[src/rtl/exec_pkg.sv]
// Shared control-word layout and operation codes for the execute-stage operand preprocessor.
package exec_pkg;

    localparam logic [2:0] OPSEL_SHIFT_REG   = 3'b000;
    localparam logic [2:0] OPSEL_ARITH_LOGIC = 3'b001;
    localparam logic [2:0] OPSEL_MEM_WRITE   = 3'b100;
    localparam logic [2:0] OPSEL_MEM_READ    = 3'b101;

    localparam logic [2:0] ALU_ADD  = 3'b000;
    localparam logic [2:0] ALU_HADD = 3'b001;
    localparam logic [2:0] ALU_SUB  = 3'b010;
    localparam logic [2:0] ALU_NOT  = 3'b011;
    localparam logic [2:0] ALU_AND  = 3'b100;
    localparam logic [2:0] ALU_OR   = 3'b101;
    localparam logic [2:0] ALU_XOR  = 3'b110;
    localparam logic [2:0] ALU_LHG  = 3'b111;

    localparam logic [2:0] SHIFT_LEFT_LOG  = 3'b000;
    localparam logic [2:0] SHIFT_RIGHT_LOG = 3'b001;
    localparam logic [2:0] SHIFT_LEFT_AR   = 3'b010;
    localparam logic [2:0] SHIFT_RIGHT_AR  = 3'b011;

    localparam logic [2:0] LOAD_BYTE   = 3'b000;
    localparam logic [2:0] LOAD_HALF   = 3'b001;
    localparam logic [2:0] LOAD_WORD   = 3'b011;
    localparam logic [2:0] LOAD_BYTE_U = 3'b100;
    localparam logic [2:0] LOAD_HALF_U = 3'b101;

    typedef enum logic [1:0] {
        ALU2_KEEP = 2'd0,
        ALU2_SRC2 = 2'd1,
        ALU2_IMM  = 2'd2
    } alu2_sel_e;

    typedef struct packed {
        logic [2:0] operation;
        logic       imm_flag;
        logic [2:0] opselect;
    } ctl_t;

endpackage

[src/rtl/exec_preproc_decode.sv]
// Combinational control-word decode: operand-2 source, beat qualifiers and shift-amount source.
// EXEC_PREPROC_ILLEGAL_EN adds the undefined-opselect flag.
module exec_preproc_decode
    import exec_pkg::*;
(
    input  ctl_t       i_ctl,
    output logic [2:0] o_operation,
    output logic [2:0] o_opselect,
    output alu2_sel_e  o_alu2_sel,
    output logic       o_en_arith,
    output logic       o_en_shift,
    output logic       o_mem_wr_en,
    output logic       o_shamt_from_src2,
`ifdef EXEC_PREPROC_ILLEGAL_EN
    output logic       o_illegal,
`endif
    output logic       o_wait_mem
);

    assign o_operation = i_ctl.operation;
    assign o_opselect  = i_ctl.opselect;

    always_comb begin
        o_alu2_sel        = ALU2_KEEP;
        o_en_arith        = 1'b0;
        o_en_shift        = 1'b0;
        o_mem_wr_en       = 1'b0;
        o_shamt_from_src2 = 1'b0;
        o_wait_mem        = 1'b0;
`ifdef EXEC_PREPROC_ILLEGAL_EN
        o_illegal         = 1'b0;
`endif
        case (i_ctl.opselect)
            OPSEL_ARITH_LOGIC: begin
                o_alu2_sel = i_ctl.imm_flag ? ALU2_IMM : ALU2_SRC2;
                o_en_arith = 1'b1;
            end
            // Register form takes the amount from src2; immediate form from a field inside imm.
            OPSEL_SHIFT_REG: begin
                o_en_shift        = 1'b1;
                o_shamt_from_src2 = i_ctl.imm_flag;
            end
            OPSEL_MEM_WRITE: o_mem_wr_en = i_ctl.imm_flag;
            OPSEL_MEM_READ:  o_wait_mem  = i_ctl.imm_flag;
            default: begin
`ifdef EXEC_PREPROC_ILLEGAL_EN
                o_illegal = 1'b1;
`endif
            end
        endcase
    end

endmodule

[src/rtl/exec_preproc_pipe.sv]
// Flow-controlled execute-stage operand preprocessor with a wait state for memory-read data.
// EXEC_PREPROC_ILLEGAL_EN adds illegal_op / sticky illegal_seen outputs.
module exec_preproc_pipe
    import exec_pkg::*;
#(
    parameter int DATA_W     = 32,
    parameter int IMM_SH_LSB = 6,
    localparam int SHAMT_W   = $clog2(DATA_W)
) (
    input  logic                clock,
    input  logic                reset,
    input  logic                in_valid,
    output logic                in_ready,
    input  logic [6:0]          control_in,
    input  logic [DATA_W-1:0]   src1,
    input  logic [DATA_W-1:0]   src2,
    input  logic [DATA_W-1:0]   imm,
    input  logic                mem_rd_valid,
    input  logic [DATA_W-1:0]   mem_data_read_in,
    output logic                out_valid,
    input  logic                out_ready,
    output logic [DATA_W-1:0]   aluin1,
    output logic [DATA_W-1:0]   aluin2,
    output logic [2:0]          operation_out,
    output logic [2:0]          opselect_out,
    output logic [SHAMT_W-1:0]  shift_number,
    output logic                enable_arith,
    output logic                enable_shift,
    output logic                mem_data_wr_en,
`ifdef EXEC_PREPROC_ILLEGAL_EN
    output logic                illegal_op,
    output logic                illegal_seen,
`endif
    output logic [DATA_W-1:0]   mem_data_write_out
);

    localparam logic [0:0] ST_IDLE     = 1'b0;
    localparam logic [0:0] ST_WAIT_MEM = 1'b1;

    logic [0:0]         r_state;
    logic               r_out_valid;
    logic [DATA_W-1:0]  r_aluin1;
    logic [DATA_W-1:0]  r_aluin2;
    logic [2:0]         r_operation;
    logic [2:0]         r_opselect;
    logic [SHAMT_W-1:0] r_shift_number;
    logic               r_en_arith;
    logic               r_en_shift;
    logic               r_mem_wr_en;
    logic [DATA_W-1:0]  r_mem_wr_data;

    logic [2:0]         w_operation;
    logic [2:0]         w_opselect;
    alu2_sel_e          w_alu2_sel;
    logic               w_en_arith;
    logic               w_en_shift;
    logic               w_mem_wr_en;
    logic               w_shamt_from_src2;
    logic               w_wait_mem;
    logic               w_accept;
    logic               w_retire;
    logic [SHAMT_W-1:0] w_shamt;

    exec_preproc_decode u_decode (
        .i_ctl             (ctl_t'(control_in)),
        .o_operation       (w_operation),
        .o_opselect        (w_opselect),
        .o_alu2_sel        (w_alu2_sel),
        .o_en_arith        (w_en_arith),
        .o_en_shift        (w_en_shift),
        .o_mem_wr_en       (w_mem_wr_en),
        .o_shamt_from_src2 (w_shamt_from_src2),
`ifdef EXEC_PREPROC_ILLEGAL_EN
        .o_illegal         (w_illegal),
`endif
        .o_wait_mem        (w_wait_mem)
    );

`ifdef EXEC_PREPROC_ILLEGAL_EN
    logic w_illegal;
    logic r_illegal_op;
    logic r_illegal_seen;
`endif

    assign in_ready = !reset && (r_state == ST_IDLE) && (!r_out_valid || out_ready);
    assign w_accept = in_valid && in_ready;
    assign w_retire = r_out_valid && out_ready;
    assign w_shamt  = w_shamt_from_src2 ? src2[SHAMT_W-1:0]
                                        : imm[IMM_SH_LSB+SHAMT_W-1:IMM_SH_LSB];

    always_ff @(posedge clock) begin
        if (reset) begin
            r_state        <= ST_IDLE;
            r_out_valid    <= 1'b0;
            r_aluin1       <= '0;
            r_aluin2       <= '0;
            r_operation    <= '0;
            r_opselect     <= '0;
            r_shift_number <= '0;
            r_en_arith     <= 1'b0;
            r_en_shift     <= 1'b0;
            r_mem_wr_en    <= 1'b0;
            r_mem_wr_data  <= '0;
        end else begin
            // Retire clears the qualifiers; a same-edge accept below overrides them.
            if (w_retire) begin
                r_out_valid <= 1'b0;
                r_en_arith  <= 1'b0;
                r_en_shift  <= 1'b0;
                r_mem_wr_en <= 1'b0;
            end
            case (r_state)
                ST_IDLE: begin
                    if (w_accept) begin
                        r_aluin1       <= src1;
                        r_operation    <= w_operation;
                        r_opselect     <= w_opselect;
                        r_mem_wr_data  <= src2;
                        r_shift_number <= w_en_shift ? w_shamt : '0;
                        if (w_alu2_sel == ALU2_SRC2) begin
                            r_aluin2 <= src2;
                        end else if (w_alu2_sel == ALU2_IMM) begin
                            r_aluin2 <= imm;
                        end
                        r_en_arith  <= w_en_arith;
                        r_en_shift  <= w_en_shift;
                        r_mem_wr_en <= w_mem_wr_en;
                        r_out_valid <= !w_wait_mem;
                        if (w_wait_mem) begin
                            r_state <= ST_WAIT_MEM;
                        end
                    end
                end
                ST_WAIT_MEM: begin
                    if (mem_rd_valid) begin
                        r_aluin2    <= mem_data_read_in;
                        r_en_arith  <= 1'b1;
                        r_en_shift  <= 1'b0;
                        r_mem_wr_en <= 1'b0;
                        r_out_valid <= 1'b1;
                        r_state     <= ST_IDLE;
                    end
                end
                default: r_state <= ST_IDLE;
            endcase
        end
    end

`ifdef EXEC_PREPROC_ILLEGAL_EN
    always_ff @(posedge clock) begin
        if (reset) begin
            r_illegal_op   <= 1'b0;
            r_illegal_seen <= 1'b0;
        end else begin
            if (w_retire) begin
                r_illegal_op <= 1'b0;
            end
            if (w_accept) begin
                r_illegal_op <= w_illegal;
                if (w_illegal) begin
                    r_illegal_seen <= 1'b1;
                end
            end
        end
    end

    assign illegal_op   = r_illegal_op;
    assign illegal_seen = r_illegal_seen;
`endif

    assign out_valid          = r_out_valid;
    assign aluin1             = r_aluin1;
    assign aluin2             = r_aluin2;
    assign operation_out      = r_operation;
    assign opselect_out       = r_opselect;
    assign shift_number       = r_shift_number;
    assign enable_arith       = r_en_arith;
    assign enable_shift       = r_en_shift;
    assign mem_data_wr_en     = r_mem_wr_en;
    assign mem_data_write_out = r_mem_wr_data;

endmodule

[config.mk]
export PLATFORM = sky130hd
export DESIGN_NAME = exec_preproc_pipe
export DESIGN_NICKNAME = d
export VERILOG_FILES = /design/src/rtl/exec_pkg.sv /design/src/rtl/exec_preproc_decode.sv /design/src/rtl/exec_preproc_pipe.sv
export SDC_FILE = /design/constraint.sdc
export NUM_CORES = 1
export LEC_CHECK = 0
export CAP_MARGIN = 20
export CELL_PAD_IN_SITES_DETAIL_PLACEMENT = 1
export CELL_PAD_IN_SITES_GLOBAL_PLACEMENT = 1
export CORE_MARGIN = 2
export CORE_UTILIZATION = 25
export CTS_BUF_LIST = sky130_fd_sc_hd__clkbuf_8 sky130_fd_sc_hd__clkbuf_16
export CTS_CLUSTER_DIAMETER = 200
export DETAILED_ROUTE_END_ITERATION = 8
export PLACE_DENSITY_LB_ADDON = 0.12
export RECOVER_POWER = 100
export SLEW_MARGIN = 20
export SYNTH_ARGS = -nofsm -noshare
export SYNTH_HDL_FRONTEND = slang
export SYNTH_SLANG_ARGS = --single-unit
[constraint.sdc]
create_clock -name clock -period 1.7 [get_ports clock]
set_clock_uncertainty 0.1 [all_clocks]
set_input_delay 0.34 -clock clock [delete_from_list [all_inputs] [get_ports clock]]
set_output_delay 0.34 -clock clock [all_outputs]
set_load 0.01 [all_outputs]
==> results of run 1 <==
-- placed cells by master (no fill, tap or decap), types with 3 or more instances in the layout --
cell type and instances:
sky130_fd_sc_hd__a22o_1 32, sky130_fd_sc_hd__a21oi_1 40, sky130_fd_sc_hd__nand3b_1 71, sky130_fd_sc_hd__clkbuf_1 5
sky130_fd_sc_hd__buf_6 4, sky130_fd_sc_hd__buf_4 20, sky130_fd_sc_hd__clkdlybuf4s50_1 138, sky130_fd_sc_hd__dlygate4sd2_1 57
sky130_fd_sc_hd__or3_1 5, sky130_fd_sc_hd__mux2i_1 37, sky130_fd_sc_hd__dfxtp_1 112, sky130_fd_sc_hd__nor2_1 34
sky130_fd_sc_hd__buf_12 10, sky130_fd_sc_hd__nand2_1 148, sky130_fd_sc_hd__nand3_1 3, sky130_fd_sc_hd__clkbuf_16 12
sky130_fd_sc_hd__clkdlybuf4s25_1 44
-- worst register-to-register path, stage by stage (launching register included) --
cell                       delay, ns
sky130_fd_sc_hd__dfxtp_1        0.35
sky130_fd_sc_hd__nor2_1         0.17
sky130_fd_sc_hd__buf_4          0.16
sky130_fd_sc_hd__nand3_4        0.11
sky130_fd_sc_hd__buf_4          0.22
sky130_fd_sc_hd__buf_4          0.21
sky130_fd_sc_hd__nand3b_1       0.10
sky130_fd_sc_hd__nand2_1        0.06
-- power groups by stage --
stage / clock (mW) / combinational [mW] / sequential [mW]
finish: 2.07 / 1.15 / 2.84
global route: 2.25 / 1.24 / 2.86
CTS: 2.15 / 1.18 / 2.84
detailed placement: 0 / 1.22 / 2.90
global placement: 0 / 1.20 / 2.89
floorplan: 0 / 0.336 / 2.96
-- sequential cells by signal, indices dropped and copies added (netlist names) --
name,flops
mem_data_wr_en,1
r_state,1
out_valid,1
aluin1,32
operation_out,3
mem_data_write_out,32
enable_shift,1
opselect_out,3
shift_number,5
enable_arith,1
aluin2,32
-- through the flow --
step | hold WS, ns | setup TNS [ns]
floorplan | 0.339 | -0.223
detailed placement | 0.350 | -40.63
finish | 0.298 | 0
global route | 0.315 | -0.118
CTS | 0.324 | 0
global placement | 0.349 | -35.33
-- final timing paths --
check | start | end | slack (ns)
max reg2reg | r_state | aluin1[28] | 0.11
min reg2reg | opselect_out[2] | opselect_out[2] | 0.36
min | in_valid | out_valid | 0.30
max | mem_rd_valid | aluin2[29] | 0.03
-- cells in the mapped netlist --
| master | count |
|---|---|
| sky130_fd_sc_hd__o21ai_0 | 1 |
| sky130_fd_sc_hd__nand2_1 | 148 |
| sky130_fd_sc_hd__nand3_1 | 4 |
| sky130_fd_sc_hd__dfxtp_1 | 112 |
| sky130_fd_sc_hd__mux2i_1 | 39 |
| sky130_fd_sc_hd__clkbuf_1 | 30 |
| sky130_fd_sc_hd__a22o_1 | 32 |
| sky130_fd_sc_hd__a21o_1 | 2 |
| sky130_fd_sc_hd__or3_2 | 1 |
| sky130_fd_sc_hd__nand3b_1 | 71 |
| sky130_fd_sc_hd__buf_1 | 5 |
| sky130_fd_sc_hd__and3_1 | 1 |
| sky130_fd_sc_hd__nand2b_1 | 2 |
| sky130_fd_sc_hd__nor2_1 | 35 |
| sky130_fd_sc_hd__buf_6 | 4 |
| sky130_fd_sc_hd__nor4b_4 | 1 |
| sky130_fd_sc_hd__and2_1 | 1 |
| sky130_fd_sc_hd__a31oi_1 | 1 |
| sky130_fd_sc_hd__o2bb2ai_1 | 1 |
| sky130_fd_sc_hd__a41oi_1 | 1 |
| sky130_fd_sc_hd__nor2b_1 | 4 |
| sky130_fd_sc_hd__inv_1 | 1 |
| sky130_fd_sc_hd__buf_4 | 1 |
| sky130_fd_sc_hd__buf_2 | 4 |
| sky130_fd_sc_hd__nor3b_2 | 1 |
| sky130_fd_sc_hd__nor3_1 | 2 |
| sky130_fd_sc_hd__a21oi_1 | 40 |
| sky130_fd_sc_hd__or3_1 | 5 |
-- cells by family (layout without fill, tap and decap cells) --
kind of cell,Yosys count,after routing
flip-flops,112,112
buffers and inverters,45,308
multiplexers,39,39
AND/OR/NAND/NOR,276,276
AO/OA/AOI/OAI,78,78
-- cell type report --
cell class / count / area share [%]
sequential: 112 / 27.8
timing repair buffer: 291 / 35.8
inverter: 1 / 0.0465
tap: 234 / 3.63
clock buffer: 10 / 2.96
clock inverter: 6 / 0.543
multi-input combinational: 393 / 29.2
-- repair_timing --
item	CTS	global route
gates cloned	0	4
endpoints found under the setup margin	94	83
gates resized for setup	70	63
setup buffers	2	2
pin swaps	1	3
-- routing by layer --
layer / vias to the layer above / wire [µm] / part of all wire [%] / global-route usage (%)
li1: 2385 / - / - / -
met1: 2315 / 8100 / 43 / 21.4
met2: 161 / 9020 / 48 / 31.0
met3: 21 / 1420 / 7.5 / 5.87
met4: 0 / 365 / 1.9 / 5.74
met5: - / 0 / 0 / 0
==> impl_results.md, run 1 <==
- Least setup slack across all paths after layout: 0.0321 ns
- Layout Area Growth over Synthesis: 70.2%
- CP arrival: between 1.5 and 2 ns
- Post-cts hold buffer count: 0
- Clock share of power: 34.2%
- Non-filler cells, final: approximately 1000
- Flip-flop and latch count after synthesis: 112
- Pins over their slew limit: 0
- Clk_lat worst skew: 0.35 ns
- CTS H-tree lvls: 3
- Clock transition at the register clock pins on the worst setup and hold paths after CTS: 0.08 ns
- Detailed placer's ending HPWL: between 10000 and 15000 µm
- Number of antenna repair diodes: 0
- Main area contributors after synthesis: sky130_fd_sc_hd__dfxtp_1, sky130_fd_sc_hd__nand2_1, sky130_fd_sc_hd__nand3b_1
- Final #Nets: around 950
- Series of cell instances along the critical path: clkdlybuf4s50_1 -> and2_1 -> a41oi_2 -> clkbuf_1 -> nor2_4 -> buf_4 -> a22o_1
- Crit path launch type: input pin
- Sequential share of the synthesized area: about 47%
- Number of unique standard cell types used by synthesis: 28
- Share of power burned in registers: 46.9%
- Largest family of logic cells by synthesized area: simple AND/OR/NAND/NOR gates
- CTS Root Buffer Type: sky130_fd_sc_hd__clkbuf_16
- Max Freq: ~600 MHz
- Data required time of the worst path: 1.85 ns
- Instance count after placement with tap cells included: slightly above 1000
- Via density per instance: 4.66
- Storage element area: 2240 µm²
- Bufs on Longest Clock Path: 2
- Port Buffer Count: between 200 and 300
- Count of buffer and inverter cells on the critical path: 3
- Length of the first detailed-routing pass in iterations: 4
- Length in cells of the worst reg-to-reg path: 7
- Total Power: 6.06 mW
- Final setup violating endpoints: 0
- Post-placement worst setup slack: -0.644 ns
- Net switching power of the design: about 1.6 mW
- Cell with the largest stage delay on the worst path: sky130_fd_sc_hd__clkdlybuf4s50_1
- Average wire length per cell after detail routing: 18.1 µm
- Final period demand of the worst path: 1.67 ns
- Initial core utilization: 25.4%
- DRC: 0
- Core Rows: 50
- Area used by multi-input combinational logic: 2360 µm²
- Final period utilization: 98.1%
- Max rail drop VDD: between 0.4 and 0.5 mV
- Total wire length: approximately 19000 µm
- Clock tree from TritonCTS: yes
- Total number of cells along the worst setup path: 7
- Critical Path Max Stage Delay: 0.44 ns
- Via count of the first global-routing pass: 5207
- Placed Area: 7780 µm²
- Vert. Die Dim: ~140 µm
- Final core utilization: 43.3%
- Adder-cell share of the synthesized area: 0%
- Normalized max-slew margin: 73.8%
- Worst hold path stage count: 3
- HP Class: input pin to flip-flop
- Delay-heaviest family, CP: buffers and inverters
- Placer Congestion: 0.802
- Switch share: 26.2%
- Number of instances in the synthesized netlist: 550
- Post-synthesis xor/xnor area fraction: 0%
- Share of total power in combinational logic: 18.9%
- Num Clock Sinks: 112
- Endpoint class of the critical path: flip-flop
- Reported max-cap violation count: 0
- Worst Max-Slew Pin Slew: 0.392 ns
- Final non-filler cell area: 8070 µm²
- Post-detailed-route count of antenna-violating nets: 0
- Maximum number of pins on one net before global-route repair: 45
- Cell internal pwr: 4.47 mW
- Total clock buffers created by CTS: 9
- Number of warnings reported in the yosys synthesis log: 0
- Fraction of layout cells with a size suffix above 1: 8.73%
- Number of violations reported at the end of detailed-routing iteration 0: 145
- CP Max Fanout: 8
- Leftover overflow at the end of global routing: 0
- Placeable core area: 18600 µm²
- Multiplexer fraction of the synthesized cell area: between 8 and 9%
- Ports placed on the boundary: roughly 250
- Share of the synthesized area in the top cell type: between 40 and 50%
- Nets in the synthesized netlist: 690
- Worst Setup Path Type: input pin to flip-flop
- Leakage dissipation: 3.51 nW
- Total die area: 20100 µm²
- Die extent in x: 142 µm
- Via count: just under 5000
- PwrDens: 751 nW/µm²
- Cell taking the most area after synthesis: sky130_fd_sc_hd__dfxtp_1
- Mean cell area of the mapped netlist: 8.62 µm²
- Final-layout fill cell count: 2147
- Global-route usage over all layers: 18.1%
- Antenna violations before repair: 0
- Combined area of all synthesized cells: 4740 µm²
- Status: complete, no violations
- Compound-Gate Fraction of Synth Area: between 10% and 20%
- Global-route wire length before repair: approximately 28000 µm
- Simple-gate area share of the yosys netlist: 29.0%
- Final hold violation count: 0
Note: power is estimated with default switching activity, not from simulation.
==> inputs of run 2 (changes only) <==
==> constraint.sdc (replaced) <==
create_clock -name clock -period 1.7 [get_ports clock]
set_clock_uncertainty 0.1 [all_clocks]
set_input_delay 0.51 -clock clock [delete_from_list [all_inputs] [get_ports clock]]
set_output_delay 0.51 -clock clock [all_outputs]
set_load 0.01 [all_outputs]
==> run 2 against run 1 <==
  * Critical path type is now flip-flop to output port
  * Cell count increased by 0.67%
  * Sequential share of layout area about the same
  * Critical path depth fell by 4
  * Non-clock buffer count grew 7
  * Sequential power hardly changed
  * Combinational power hardly changed
  * Via count grew 0.98%
  * Largest power group unchanged
  * Wire length rose by 3.2%
==> impl_results.md, run 2 (synthesis gave the netlist of run 1 again) <==
- Status: complete, no violations
- Data required time of the worst path: about 1.1 ns
- Clk_lat worst skew: 0.36 ns
- Crit path launch type: flip-flop
- Final period utilization: between 90% and 100%
- Maximum number of pins on one net before global-route repair: 35
- PwrDens: between 700 and 800 nW/µm²
- Total wire length: 19500 µm
- Total clock buffers created by CTS: 9
- Normalized max-slew margin: 75.9%
- Share of power burned in registers: 46.7%
- Worst Max-Slew Pin Slew: 0.361 ns
- Via count of the first global-routing pass: 5285
- Length of the first detailed-routing pass in iterations: 4
- Total die area: between 20000 and 25000 µm²
- Via density per instance: ~4.7
- Final non-filler cell area: roughly 8100 µm²
- Switch share: 26.1%
- Num Clock Sinks: 112
- Endpoint class of the critical path: output port
- Cell internal pwr: 4.48 mW
- Unrepaired setup endpoints after global routing: true
- Fraction of layout cells with a size suffix above 1: 10.0%
- Pins over their slew limit: 0
- CTS H-tree lvls: 3
- Port Buffer Count: 251
- Placeable core area: 18600 µm²
- Final hold violation count: 0
- Reported max-cap violation count: 0
- Leakage dissipation: 3.78 nW
- Clock tree from TritonCTS: yes
- Share of total power in combinational logic: 18.8%
- Placer Congestion: 0.777
- Antenna violations before repair: 1
- Detailed placer's ending HPWL: 13900 µm
- Clock transition at the register clock pins on the worst setup and hold paths after CTS: 0.08 ns
- Bufs on Longest Clock Path: 2
- Final-layout fill cell count: between 2000 and 2500
- Global-route usage over all layers: 18.9%
- Initial core utilization: 25.4%
- Via count: 4930
- Post-cts hold buffer count: 0
- Max rail drop VDD: 0.417 mV
- Final #Nets: 955
- CP Max Fanout: 2
- DRC: 0
- Number of antenna repair diodes: 0
- Placed Area: 7760 µm²
- HP Class: input pin to flip-flop
- Clock share of power: between 30 and 40%
- Net switching power of the design: 1.58 mW
- Number of violations reported at the end of detailed-routing iteration 0: 156
- Ports placed on the boundary: between 200 and 300
- Most frequent standard cell in the layout excluding fill and tap cells: sky130_fd_sc_hd__nand2_1
- Core Rows: 50
- Leftover overflow at the end of global routing: 0
- Final setup violating endpoints: 0
- WHS: 0.285 ns
- Vert. Die Dim: 142 µm
- Average wire length per cell after detail routing: 18.5 µm
- Global-route wire length before repair: 29600 µm
- Max Freq: 589 MHz
- Most frequent cells in the layout: sky130_fd_sc_hd__nand2_1, sky130_fd_sc_hd__clkdlybuf4s50_1, sky130_fd_sc_hd__dlygate4sd2_1
- Layout Area Growth over Synthesis: 70.4%
- CP arrival: 1.09 ns
- Die extent in x: 142 µm
- Setup TNS Final: 0 ns
- CTS Root Buffer Type: sky130_fd_sc_hd__clkbuf_16
- Worst Setup Path Type: flip-flop to output port
- Final core utilization: between 40% and 50%
- Final period demand of the worst path: around 1.7 ns
- Post-detailed-route count of antenna-violating nets: 0
[run 2: changes by cell type in the layout (fill, tap and decap cells not counted), sizes merged, moves of 2 or more]
cell,before,now
dlygate4sd2,57,112
clkdlybuf4s15,3,1
clkdlybuf4s25,44,0
buf,38,51
clkdlybuf4s50,138,131
dlymetal6s2s,2,0
clkbuf,19,14
[run 2: final timing paths]
path	endpoint	slack (ns)	cells past startpoint	from
worst min-delay path	opselect_out[1]	0.29	3	control_in[1]
worst min register to register	opselect_out[2]	0.36	2	opselect_out[2]
worst max-delay path	in_ready	0.0009	3	out_valid
worst max register to register	aluin2[14]	0.07	6	r_state
[run 2: worst max-delay path, cell delays in order (launching register included)]
cell                      delay [ns]
sky130_fd_sc_hd__dfxtp_2        0.32
sky130_fd_sc_hd__nor2b_2        0.16
sky130_fd_sc_hd__nor3_2         0.09
sky130_fd_sc_hd__buf_2          0.16
[run 2: area by class of cell]
type	count	area [µm²]	share of cell area, %
flip-flops and latches	112	2240	27.8
multi-input cells	393	2370	29.3
well taps	234	293	3.62
repair buffers	298	2880	35.7
inverters	1	3.75	0.0465
clock inverters	5	33.8	0.418
clock buffers	11	253	3.13
[run 2: layer usage]
metal  wire, µm  track usage [%]  part of all wire [%]  vias to the layer above
met5         16                0                 0.082                        -
met4        286             5.32                   1.5                        2
met3       1290             4.93                   6.6                       20
met2       9410             33.0                    48                      161
met1       8500             22.9                    44                     2344
li1           -                -                     -                     2403
[run 2: metrics by stage]
stage | total power [mW] | std cells | setup slack, ns
2_1_floorplan | 3.30 | 550 | -0.172
3_3_place_gp | 4.09 | 1028 | -0.719
3_5_place_dp | 4.11 | 1028 | -0.789
4_1_cts | 6.18 | 1050 | -0.00753
5_1_grt | 6.36 | 1054 | -0.0322
6_report | 6.07 | 1054 | 0.000933
[run 2: power by group through the flow]
stage,clock network (mW),registers [mW],logic (mW)
finish,2.09,2.83,1.14
detailed placement,0,2.90,1.21
global placement,0,2.89,1.19
floorplan,0,2.96,0.339
global route,2.27,2.85,1.23
CTS,2.18,2.84,1.16
[run 2: timing repair]
item                       4_1_cts  5_1_grt
pin swaps                        4        6
buffers inserted                 3        1
gates resized for setup        147       15
gates cloned                     3        3
setup endpoints to repair      223       63
